$ cat src/rtl/timer_scheduler.sv
// Round-robin scheduler that time-shares one memory-mapped timer between CH_NUM
// one-shot delay requesters, acting as the timer's only bus master.
module timer_scheduler #(
  parameter int CH_NUM  = 4,
  parameter int DELAY_W = 32
) (
  input  logic                      clk,
  input  logic                      reset,
  input  logic [CH_NUM-1:0]         req,
  input  logic [CH_NUM*DELAY_W-1:0] req_delay,
  output logic [CH_NUM-1:0]         done,
  output logic [2:0]                gnt_id,
  output logic                      busy,
  output logic                      t_cs_,
  output logic                      t_as_,
  output logic                      t_rw,
  output logic [29:0]               t_addr,
  output logic [31:0]               t_wr_data,
  input  logic                      t_rdy_,
  input  logic                      t_irq
);

  localparam logic [1:0] A_CTRL = 2'd0;
  localparam logic [1:0] A_INTR = 2'd1;
  localparam logic [1:0] A_EXPR = 2'd2;
  localparam logic [1:0] A_CNT  = 2'd3;

  typedef enum logic [3:0] {
    S_IDLE, S_STOP, S_CLR_CNT, S_SET_EXPR, S_CLR_IRQ0,
    S_START, S_WAIT_IRQ, S_CLR_IRQ, S_DONE
  } state_e;

  state_e       state_q, state_d;
  logic         gap_q, gap_d;
  logic [2:0]   gnt_q, gnt_d;
  logic [2:0]   ptr_q, ptr_d;
  logic [31:0]  dly_q, dly_d;

  logic         sel_found;
  logic [2:0]   sel_idx;
  logic [31:0]  dly_arr [8];

  logic         wr_en;
  logic [1:0]   wr_addr;
  logic [31:0]  wr_data;
  state_e       wr_next;
  logic         strobe;

  for (genvar g = 0; g < 8; g++) begin : g_dly
    if (g < CH_NUM) begin : g_used
      assign dly_arr[g] = req_delay[g*DELAY_W +: DELAY_W];
    end else begin : g_unused
      assign dly_arr[g] = '0;
    end
  end

  // Rotating priority: channels at or above the pointer first, then wrap.
  always_comb begin
    sel_found = 1'b0;
    sel_idx   = '0;
    for (int j = 0; j < CH_NUM; j++) begin
      if (!sel_found && req[j] && (3'(j) >= ptr_q)) begin
        sel_found = 1'b1;
        sel_idx   = 3'(j);
      end
    end
    for (int j = 0; j < CH_NUM; j++) begin
      if (!sel_found && req[j]) begin
        sel_found = 1'b1;
        sel_idx   = 3'(j);
      end
    end
  end

  always_comb begin
    state_d = state_q;
    gap_d   = gap_q;
    gnt_d   = gnt_q;
    ptr_d   = ptr_q;
    dly_d   = dly_q;
    wr_en   = 1'b0;
    wr_addr = A_CTRL;
    wr_data = '0;
    wr_next = state_q;

    case (state_q)
      S_IDLE: begin
        if (sel_found) begin
          gnt_d   = sel_idx;
          dly_d   = dly_arr[sel_idx];
          gap_d   = 1'b0;
          state_d = S_STOP;
        end
      end
      S_STOP:     begin wr_en = 1'b1; wr_addr = A_CTRL; wr_data = '0;    wr_next = S_CLR_CNT;  end
      S_CLR_CNT:  begin wr_en = 1'b1; wr_addr = A_CNT;  wr_data = '0;    wr_next = S_SET_EXPR; end
      S_SET_EXPR: begin wr_en = 1'b1; wr_addr = A_EXPR; wr_data = dly_q; wr_next = S_CLR_IRQ0; end
      S_CLR_IRQ0: begin wr_en = 1'b1; wr_addr = A_INTR; wr_data = '0;    wr_next = S_START;    end
      S_START:    begin wr_en = 1'b1; wr_addr = A_CTRL; wr_data = 32'h1; wr_next = S_WAIT_IRQ; end
      S_WAIT_IRQ: begin
        if (t_irq) state_d = S_CLR_IRQ;
      end
      S_CLR_IRQ:  begin wr_en = 1'b1; wr_addr = A_INTR; wr_data = '0;    wr_next = S_DONE;     end
      S_DONE: begin
        ptr_d   = (gnt_q == 3'(CH_NUM - 1)) ? 3'd0 : gnt_q + 3'd1;
        state_d = S_IDLE;
      end
      default: state_d = S_IDLE;
    endcase

    // Strobe held until ready is seen, then one released cycle before moving on.
    if (wr_en) begin
      if (gap_q) begin
        gap_d   = 1'b0;
        state_d = wr_next;
      end else if (!t_rdy_) begin
        gap_d = 1'b1;
      end
    end
  end

  always_ff @(posedge clk) begin
    if (reset) begin
      state_q <= S_IDLE;
      gap_q   <= 1'b0;
      gnt_q   <= '0;
      ptr_q   <= '0;
      dly_q   <= '0;
    end else begin
      state_q <= state_d;
      gap_q   <= gap_d;
      gnt_q   <= gnt_d;
      ptr_q   <= ptr_d;
      dly_q   <= dly_d;
    end
  end

  assign strobe    = wr_en && !gap_q;
  assign t_cs_     = !strobe;
  assign t_as_     = !strobe;
  assign t_rw      = !strobe;
  assign t_addr    = strobe ? {28'd0, wr_addr} : 30'd0;
  assign t_wr_data = strobe ? wr_data : 32'd0;
  assign busy      = (state_q != S_IDLE);
  assign gnt_id    = gnt_q;

  always_comb begin
    done = '0;
    for (int i = 0; i < CH_NUM; i++) begin
      done[i] = (state_q == S_DONE) && (gnt_q == 3'(i));
    end
  end

endmodule

$ cat config.mk
export PLATFORM = sky130hd
export DESIGN_NAME = timer_scheduler
export DESIGN_NICKNAME = d
export VERILOG_FILES = /design/src/rtl/timer_scheduler.sv
export SDC_FILE = /design/constraint.sdc
export NUM_CORES = 1
export LEC_CHECK = 0
export CAP_MARGIN = 20
export CELL_PAD_IN_SITES_DETAIL_PLACEMENT = 1
export CELL_PAD_IN_SITES_GLOBAL_PLACEMENT = 2
export CORE_MARGIN = 2
export CORE_UTILIZATION = 20
export DETAILED_ROUTE_END_ITERATION = 10
export HOLD_SLACK_MARGIN = 0.02
export PLACE_DENSITY_LB_ADDON = 0.1
export SYNTH_ARGS = -nofsm -noshare
export SYNTH_HDL_FRONTEND = slang
export SYNTH_SLANG_ARGS = --single-unit
export TNS_END_PERCENT = 10
$ cat constraint.sdc
create_clock -name clk -period 2.3 [get_ports clk]
set_input_delay 0.23 -clock clk [delete_from_list [all_inputs] [get_ports clk]]
set_output_delay 0.23 -clock clk [all_outputs]
set_load 0.03 [all_outputs]
### Yosys cells after proc, flatten, opt, wreduce, memory -nomap -nowiden

Cells that the tools add are included.
Widths: inputs -> output; s select.

| word-level totals | value |
|---|---|
| bits in registers | 43 |
| bits in latches | 0 |
| bits in writable memories | 0 |
| memory bits (read-only) | 0 |
| word-level logic and storage cells | 90 |
| memories | 0 |

| operators by class | value |
|---|---|
| add/subtract/negate cells | 1 |
| multipliers | 0 |
| divide/modulo/power cells | 0 |
| magnitude comparators | 5 |
| equality and inequality tests | 12 |
| shift operators | 0 |
| multiplexer cells | 35 |
| bitwise operators | 1 |
| reductions and logical operators | 31 |

Operators by type and width:

| cell | count |
|---|---|
| $bmux 32 s3 | 1 |
| $mux 32 | 3 |
| $pmux 32 s2 | 1 |
| $pmux 4 s6 | 1 |
| $mux 3 | 7 |
| $eq 4x3->1 const B | 4 |
| $logic_and 1x1->1 | 16 |
| $mux 4 | 4 |
| $mux 1 | 15 |
| $pmux 4 s3 | 1 |
| $logic_not 1->1 | 9 |
| $eq 4x2->1 const B | 2 |
| $ne 8x2->1 const B | 1 |
| $eq 3x2->1 const B | 2 |
| $ge 1x3->1 const A | 2 |
| $ge 2x3->1 const A | 2 |
| $pmux 2 s3 | 1 |
| $reduce_or 6->1 | 1 |
| $eq 4x1->1 const B | 1 |
| $eq 4x4->1 const B | 1 |
| $ge 4x4->1 const B | 1 |
| $logic_not 4->1 | 1 |
| $not 3->4 | 1 |
| $reduce_bool 4->1 | 1 |
| other kinds (6) | 6 |

### Longest topological paths before layout

Gate-level depths: netlist (run 1).

| logic depth | value |
|---|---|
| depth after elaboration | 32 |
| mapped depth | 9 |

### Worst setup path before layout (run 1)

Ideal clock, no wire load.

| timing path | value |
|---|---|
| kind | register to output |
| start point | register state_q[1] |
| end point | output t_wr_data[0] |
| data arrival time | 2342 ps |
| data required time | 2070 ps |
| path slack | -272 ps |
| cell stages (with the launch flop) | 4 |
| buffers on the path | 1 |
| cell sequence | dfxtp_1 -> buf_1 -> nand3b_1 -> a2111oi_0 |

| on the way | value |
|---|---|
| cells in the longest elaborated chain, start to end | 5 |
| elaborated cells on any way between the ends | 11 |
| classes of those cells | eq/ne: 6; mux: 3; reduce/logical: 2 |

RTL lines:

| item | line | text |
|---|---|---|
| start: declaration | 33 | `state_e state_q, state_d;` |
| start signal: assignment | 130 | `state_q <= state_d;` |
| $eq 4x3->1 (tied with other cells) | 86 | `case (state_q)` |
| $reduce_or 6->1 (no line) | - |  |
| $mux 1 | 86 |  |
| $logic_and 1x1->1 | 138 | `assign strobe = wr_en && !gap_q;` |
| $mux 32 (*) | 143 | `assign t_wr_data = strobe ? wr_data : 32'd0;` |
| end: declaration | 18 | `output logic [31:0] t_wr_data,` |

Mark *: on every way between the ends. The rest lies on a longest branch, timed or not.

### Final worst setup path (run 1)

| timing path | value |
|---|---|
| start point | register state_q[1] |
| end point | output busy |

| on the way | value |
|---|---|
| cells in the longest elaborated chain, start to end | 1 |

RTL lines:

| item | line | text |
|---|---|---|
| $reduce_bool 4->1 | 144 | `assign busy = (state_q != S_IDLE);` |
| end: declaration | 13 | `output logic busy,` |

Every way passes these cells.

==> results.cfg, run 1 <==
[die]
start_util_pct = 20.6
fp.dieW_um = 132
die_h_um = 132
std_cell_rows = 46
ios = 209
dieArea_um2 = 17500
coreArea_um2 = 15900

[setup_path]
crit_fanout = 7
worstSetupStartpointType = flop
r2r_cells = 6
critPathArrivalTime_ps = 1830
worstReg2RegStart = state_q[1]
crit_type = flop to primary output
rrSetupSlack_ps = 350
path_buf_inv = 1
cp_top_family = buffers and inverters
cpPeakStageDelay_ps = 610
critPathCaptureType = primary output
crit_chain = or4_4 -> clkdlybuf4s50_1
reg2reg_to = dly_q[4]
cpMaxStageDelayCell = clkdlybuf4s50_1
required_ps = 2070

[timing]
setup_viol = 0
hold_viol_final = 0
period_share_pct = 89.5
skew_ps = 4.89
worst_hold_slack_ps = 463
max_freq_mhz = 486
rsz0062_at_grt = false
min_period_ps = 2060
drv_slew = 0
setup_tns_ps = 0

[power]
netSwitchingFraction_pct = 31.0
p_int_mw = 1.61
power_frac_seq_pct = 35.6
total_power_mw = 2.33
clockPowerShare_pct = 30.1
max-vdd-ir-drop_mv = 0.222
power_frac_comb_pct = 34.3
leakage_nw = 2.19
p_sw_mw = 0.723
p_per_area_nw_per_um2 = 437

[route]
viasPerCell = 4.17
drt_iter0_drc = 49
num_vias = 3022
drcViolationCount = 0
drt_pass1_iterations = 4
routedWlPerCell_um = 15.6
antenna_left = 0
wl_um = 11300

[clock_tree]
hold_buffers = 0
clk_latency_ps = 280
cts_tree = built
clk_pin_slew_ps = 70
cts_buffers = 5
clock_sinks = 41
htree_levels = 2
root_buffer = clkbuf_16
clockBufferDepth = 2

[yosys]
synth_top_family_by_area = multiplexers
ys.warnings.count = 0
syn_area_per_cell_um2 = 9.89
syn_inst = 332
yosys-top-cells-area = dfxtp_1, mux2i_1, o221ai_2
synth-compound-area-share_pct = 17.7
netlist.area_leader.share_pct = 25.0
synth_simple_gate_area_share_pct = 19.2
yosysSeqAreaShare_pct = 25.0
ys_seq_elements = 41
synth_xor_area_share_pct = 0.800
syn_area_um2 = 3280
synthArstFlopShare_pct = 0
ys.flop_type = dfxtp_1
synth.distinct_cells = 41
synth_mux_area_share_pct = 20.7
synthAdderAreaFrac_pct = 1.52
synth_top_cell_by_area = dfxtp_1
synth-edff-count = 0

[finish]
drive_gt1_share_pct = 26.8
final_cells = 724
area_growth_pct = 62.2
antenna_cells = 0
nets = 647
finalCoreUtilization_pct = 33.4

[global_route]
antenna_found_initial = 0
grtUsageTotal_pct = 12.8
grt_pass1_vias = 3301
grt_overflow = 0
grt_start_max_net_pins = 36
grt_pass1_wl_um = 17800

[placement]
gp_congestion = 0.687
dp_hpwl_um = 8920
io_buffers = 179
dp_cells = 716

[hold_path]
holdCritStartpoint = dly_q[30]
hold_end = dly_q[30]
hold_path_depth = 2
hold_path.class = flop to flop

[run]
max-cap-violations = 0

[outcome]
run_status = finished, final reports clean
## placed cells by master (no fill, tap or decap), types with 3 or more instances in the layout
cell,instances
a21oi_1,5
o221ai_2,31
nor2_1,8
dfxtp_1,40
mux2i_1,68
nand2_1,4
clkbuf_16,5
and3_1,31
dlymetal6s2s_1,5
nand2_2,31
and2_1,4
ha_1,4
buf_4,50
o21ai_0,5
buf_12,8
inv_1,5
nand2b_1,3
nor3_1,4
conb_1,29
clkdlybuf4s50_1,138
## per-layer routing
layer / global-route usage [%] / share of wire [%] / wire length, um / vias to the layer above
met5: 0 / 0 / 0 / -
met4: 2.72 / 0.73 / 82 / 0
met3: 3.50 / 6.7 / 751 / 5
met2: 24.3 / 52 / 5910 / 99
met1: 14.1 / 40 / 4530 / 1420
li1: - / - / - / 1498
## state kept, by name (all words and copies together) (netlist names)
register / flops
dly_q: 32
gap_q: 1
gnt_id: 2
ptr_q: 2
state_q: 4
## through the flow
step	setup slack, ps	instance area, um^2
6_report	242	5320
5_1_grt	200	5320
4_1_cts	0.732	5310
3_5_place_dp	94.6	5170
3_3_place_gp	175	5170
2_1_floorplan	107	3390
## timing repair
| item | CTS | global route |
|---|---|---|
| endpoints found under the setup margin | 0 | 5 |
| buffers inserted | 0 | 0 |
| gates resized for setup | 0 | 5 |
| hold endpoints to repair | 0 | 0 |
## area by class of cell
cell class	instances	area, um^2
flip-flops and latches	41	822
multi-input cells	253	2090
well taps	216	270
inverters	5	18.8
repair buffers	201	1980
clock buffers	6	129
fillers	1830	10600
clock inverters	2	10.0
## how the worst max path moves through the flow
stage,startpoint,endpoint,slack [ps],depth (start not counted)
2_1_floorplan,state_q[1],t_wr_data[0],110,3
3_3_place_gp,req[0],dly_q[8],180,7
3_5_place_dp,req[0],dly_q[8],90,7
4_1_cts,state_q[1],t_as_,0.7,4
5_1_grt,state_q[1],busy,200,2
6_report,state_q[1],busy,240,2
## synth_stat cells, types with 2 or more instances
| library cell | instances |
|---|---|
| nor4b_1 | 2 |
| buf_2 | 7 |
| clkbuf_1 | 10 |
| nor2_1 | 8 |
| xor2_1 | 2 |
| nand2b_1 | 3 |
| and2_1 | 4 |
| nor3_1 | 5 |
| mux2i_1 | 68 |
| inv_1 | 5 |
| buf_4 | 31 |
| a31oi_1 | 2 |
| a2111oi_0 | 2 |
| dfxtp_1 | 41 |
| nand2_1 | 4 |
| o21ai_0 | 5 |
| o221ai_2 | 31 |
| a21oi_1 | 5 |
| buf_12 | 3 |
| nor3b_1 | 2 |
| nand2_2 | 31 |
| ha_1 | 4 |
| and3_1 | 31 |
| buf_6 | 9 |
## power by group through the flow
stage	Combinational [mW]	Sequential [mW]	Clock (mW)
final	0.798	0.830	0.701
after global routing	0.863	0.840	0.765
after CTS	0.817	0.830	0.745
after detailed placement	0.815	0.845	0
after global placement	0.807	0.843	0
after floorplan	0.503	0.837	0
## logic make-up (layout without fill, tap and decap cells)
kind of cell             Yosys count  count (layout)
adder cells (fa/ha/maj)            4               4
AND/OR/NAND/NOR                  100             100
XOR/XNOR                           3               3
AO/OA/AOI/OAI                     49              49
multiplexers                      68              68
buffers and inverters             66             214
flip-flops                        41              41
other                              1              29
## worst reg2reg max path, delay by kind of cell, from the launching register on
family | cells | cell delay (ps)
flip-flops | 1 | 390
AO/OA/AOI/OAI | 1 | 190
buffers and inverters | 1 | 190
AND/OR/NAND/NOR | 4 | 1110
Note: power is estimated with default switching activity, not from simulation.
==> inputs of run 2 (changes only) <==
--- a/config.mk
+++ b/config.mk
@@ -9,10 +9,11 @@
 export CELL_PAD_IN_SITES_DETAIL_PLACEMENT = 1
 export CELL_PAD_IN_SITES_GLOBAL_PLACEMENT = 2
 export CORE_MARGIN = 2
-export CORE_UTILIZATION = 20
+export CORE_UTILIZATION = 18
 export DETAILED_ROUTE_END_ITERATION = 10
 export HOLD_SLACK_MARGIN = 0.02
 export PLACE_DENSITY_LB_ADDON = 0.1
+export SKIP_LAST_GASP = 1
 export SYNTH_ARGS = -nofsm -noshare
 export SYNTH_HDL_FRONTEND = slang
 export SYNTH_SLANG_ARGS = --single-unit
==> constraint.sdc (replaced) <==
create_clock -name clk -period 1.7 [get_ports clk]
set_input_delay 0.17 -clock clk [delete_from_list [all_inputs] [get_ports clk]]
set_output_delay 0.17 -clock clk [all_outputs]
set_load 0.03 [all_outputs]
==> results.cfg, run 2 (synthesis gave the netlist of run 1 again) <==
[outcome]
run_status = finished, violations left
violations = setup timing

[setup_path]
required_ps = 1530
critPathCaptureType = primary output
crit_path_end = t_wr_data[10]
worstSetupStartpointType = flop
r2r_cells = 6
crit_type = flop to primary output
worstReg2RegStart = state_q[2]
worst-path-stages = 7
cpPeakStageDelay_ps = 330
path_buf_inv = 5
cp_top_family = buffers and inverters
cpMaxStageDelayCell = dfxtp_2
rrSetupSlack_ps = -130
critPathArrivalTime_ps = 1690
crit_fanout = 8
crit_chain = buf_6 -> buf_8 -> nor3_4 -> buf_12 -> clkbuf_16 -> and3_4 -> buf_6
reg2reg_to = dly_q[8]
crit_start = state_q[3]
crit_top_cell = buf_6

[finish]
drive_gt1_share_pct = 35.7
finalCoreUtilization_pct = 32.7
antenna_cells = 0
top_register = dly_q
top_regs = dly_q: 32 flops, state_q: 4 flops
seq_area_um2 = 830
finalInstanceArea_um2 = 5850
multi_input_area_um2 = 2200
nets = 671
final_cells = 761
area_growth_pct = 78.2
layout_commonest_cell = clkdlybuf4s50_1
final_cell_mix = clkdlybuf4s50_1, mux2i_1, dfxtp_1, buf_4, buf_6
fillCellCount = 1985
largest_reg_flops = 32

[die]
coreArea_um2 = 17900
std_cell_rows = 49
die_h_um = 139
start_util_pct = 18.3
fp.dieW_um = 139
ios = 209
dieArea_um2 = 19300

[route]
drt_pass1_iterations = 4
drcViolationCount = 0
routedWlPerCell_um = 16.2
num_vias = 3197
wl_um = 12300
viasPerCell = 4.20
drt_iter0_drc = 75
antenna_left = 0

[timing]
drv_slew = 0
timing.final.ws_setup_ps = -155
max_freq_mhz = 539
hold_viol_final = 0
setup_viol = 72
min_period_ps = 1860
worst_hold_slack_ps = 467
rsz0062_at_grt = true
skew_ps = 5.82
period_share_pct = 109
setup_tns_ps = -7690

[clock_tree]
cts_buffers = 5
cts_tree = built
clk_latency_ps = 290
root_buffer = clkbuf_16
clock_sinks = 41
htree_levels = 2
clk_pin_slew_ps = 60
clockBufferDepth = 2

[run]
max-cap-violations = 0

[hold_path]
hold_path.class = flop to flop

[global_route]
grt_overflow = 0
grt_pass1_wl_um = 19000
grt_pass1_vias = 3449
grt_start_max_net_pins = 30
antenna_found_initial = 0
grtUsageTotal_pct = 12.4

[power]
leakage_nw = 2.29
p_per_area_nw_per_um2 = 571
max-vdd-ir-drop_mv = 0.367
total_power_mw = 3.34

[placement]
dpl_cell_area_um2 = 5320
io_buffers = 179
pre_cts_slack_ps = -452
gp_congestion = 0.707
dp_cells = 745
dp_hpwl_um = 9550
## run 2: what timing repair did
action,CTS,global route
setup buffers,1,3
hold buffers,0,0
setup endpoints to repair,76,76
pin swaps,1,1
gates resized for setup,63,22
cloned,2,2
## run 2: routing by layer
| metal | global-route usage [%] | routed length, um | vias up |
|---|---|---|---|
| li1 | - | - | 1556 |
| met1 | 14.3 | 5040 | 1524 |
| met2 | 22.7 | 6390 | 108 |
| met3 | 3.45 | 740 | 9 |
| met4 | 3.08 | 163 | 0 |
| met5 | 0 | 0 | - |
## run 2: worst register-to-register path: stages (launching register included)
cell and delay [ps]:
dfxtp_4 360, or4_4 540, or2_4 280, nor2_8 110
nand2b_4 90, buf_12 180, o221ai_2 200
## run 2: cell type report
| class | count | area share [%] |
|---|---|---|
| timing repair buffer | 225 | 40.2 |
| inverter | 5 | 0.321 |
| clock inverter | 1 | 0.0855 |
| tap | 229 | 4.90 |
| sequential | 41 | 14.2 |
| clock buffer | 7 | 2.61 |
| multi-input combinational | 253 | 37.7 |
## run 2: how the worst min path moves through the flow
stage                     cells after the start        end          start
after global routing                          2  dly_q[12]      dly_q[12]
final                                         2  dly_q[24]      dly_q[24]
after CTS                                     2  dly_q[21]      dly_q[21]
after global placement                        2  dly_q[31]      dly_q[31]
after detailed placement                      2  dly_q[31]      dly_q[31]
after floorplan                               2  dly_q[17]  req_delay[17]
## run 2: power breakdown
| group | leakage, nW | internal, mW | switching (mW) |
|---|---|---|---|
| clock network | 0.0799 | 0.623 | 0.409 |
| registers | 0.339 | 1.06 | 0.0714 |
| logic | 1.87 | 0.641 | 0.539 |
==> inputs of run 3 (changes only) <==
==> config.mk (replaced) <==
export PLATFORM = sky130hd
export DESIGN_NAME = timer_scheduler
export DESIGN_NICKNAME = d
export VERILOG_FILES = /design/src/rtl/timer_scheduler.sv
export SDC_FILE = /design/constraint.sdc
export NUM_CORES = 1
export LEC_CHECK = 0
export CORE_MARGIN = 2
export CORE_UTILIZATION = 34
export DETAILED_ROUTE_END_ITERATION = 10
export HOLD_SLACK_MARGIN = 0.06
export PLACE_DENSITY = 0.79
export SKIP_LAST_GASP = 1
export SYNTH_ARGS = -nofsm -noshare
export SYNTH_HDL_FRONTEND = slang
export SYNTH_SLANG_ARGS = --single-unit
export TNS_END_PERCENT = 10
==> results.cfg, run 3 (synthesis gave the netlist of run 1 again) <==
[setup_path]
crit_top_cell = buf_6
crit_start = state_q[2]
crit_chain = nand2b_4 -> buf_6 -> nor3_4 -> buf_6 -> buf_6 -> and3_1 -> buf_4
worstSetupStartpointType = flop
critPathArrivalTime_ps = 1700
r2r_cells = 6
cpMaxStageDelayCell = dfxtp_4
reg2reg_to = dly_q[31]
rrSetupSlack_ps = -130
crit_type = flop to primary output
crit_fanout = 8
critPathCaptureType = primary output
cpPeakStageDelay_ps = 370
worstReg2RegStart = state_q[2]
required_ps = 1530

[clock_tree]
htree_levels = 2
clockBufferDepth = 2
cts_buffers = 5
root_buffer = clkbuf_8
clock_sinks = 41
clk_latency_ps = 280
cts_tree = built
clk_pin_slew_ps = 80

[hold_path]
hold_path.class = flop to flop
hold_path_depth = 2
holdCritStartpoint = dly_q[11]
hold_end = dly_q[11]

[global_route]
grt_start_max_net_pins = 34
antenna_found_initial = 0
grt_pass1_wl_um = 15000
grtUsageTotal_pct = 17.9
grt_overflow = 0
grt_pass1_vias = 3313

[finish]
finalCoreUtilization_pct = 60.1
top_register = dly_q
largest_reg_flops = 32
nets = 674
area_growth_pct = 70.0
drive_gt1_share_pct = 34.4
layout_commonest_cell = clkdlybuf4s50_1
antenna_cells = 0
top_regs = dly_q: 32 flops, state_q: 4 flops
final_cell_mix = clkdlybuf4s50_1, mux2i_1, buf_4

[outcome]
violations = setup timing
run_status = finished, violations left

[timing]
rsz0062_at_grt = true
drv_slew = 0
hold_viol_final = 0
min_period_ps = 1870
worst_hold_slack_ps = 475
setup_viol = 72
skew_ps = 6.00
max_freq_mhz = 534
period_share_pct = 110
timing.final.ws_setup_ps = -172

[die]
ios = 209
dieArea_um2 = 10500
die_h_um = 102
coreArea_um2 = 9280
fp.dieW_um = 102
start_util_pct = 35.4
std_cell_rows = 35

[route]
antenna_left = 0
drt_iter0_drc = 54
wl_met3_um = 696
dr_wl_met2_um = 5190
routedWlPerCell_um = 14.8
num_vias = 3185
wl_met1_um = 3830
drcViolationCount = 0
viasPerCell = 4.80
drt_pass1_iterations = 4
wl_um = 9850
highest_layer = met4

[power]
max-vdd-ir-drop_mv = 0.322
leakage_nw = 2.29
p_per_area_nw_per_um2 = 553

[placement]
dp_hpwl_um = 7710
gp_congestion = 0.799
io_buffers = 179

[run]
max-cap-violations = 0
run 3: area by class of cell:
type | count | area [um^2]
inverter | 5 | 18.8
timing repair buffer | 228 | 2280
sequential | 41 | 826
clock buffer | 7 | 86.3
fill | 796 | 3700
multi-input combinational | 253 | 2180
tap | 129 | 161
clock inverter | 1 | 30.0
run 3: worst max-delay path by stage:
stage	depth (start not counted)	slack, ps	to
final	7	-170	t_wr_data[18]
after global routing	7	-230	t_wr_data[18]
after CTS	5	-180	t_as_
after detailed placement	7	-300	dly_q[9]
after global placement	7	-250	dly_q[9]
after floorplan	9	-270	dly_q[10]
run 3: power breakdown:
group | leakage (nW) | switching, mW | internal [mW]
Clock | 0.0585 | 0.330 | 0.479
Combinational | 1.90 | 0.517 | 0.635
Sequential | 0.338 | 0.0718 | 1.06
Total | 2.29 | 0.919 | 2.17
run 3: per-stage QoR:
stage | std cells | power, mW | area (um^2) | TNS (ps) | setup slack, ps
6_report | 664 | 3.09 | 5580 | -8920 | -172
5_1_grt | 664 | 3.25 | 5580 | -13250 | -229
4_1_cts | 659 | 3.10 | 5420 | -8090 | -178
3_5_place_dp | 649 | 2.27 | 5260 | -9860 | -301
3_3_place_gp | 649 | 2.24 | 5260 | -8030 | -250
2_1_floorplan | 360 | 1.81 | 3390 | -9180 | -265
run 3: routing by layer:
metal	vias up	global-route usage [%]
li1	1557	-
met2	142	34.6
met1	1475	19.2
met3	11	3.83
met5	-	0
met4	0	5.54
run 3: worst max-delay path, delay by kind of cell, from the launching register on:
family                 cells  cell delay (ps)
and+or+nand+nor            3              480
DFF                        1              370
buffers and inverters      4              570
run 3: timing repair:
item | CTS | global route
pin swaps | 0 | 2
resized for setup | 23 | 39
buffers inserted | 2 | 3
hold buffers | 0 | 0
gates cloned | 0 | 2
setup endpoints to repair | 75 | 74
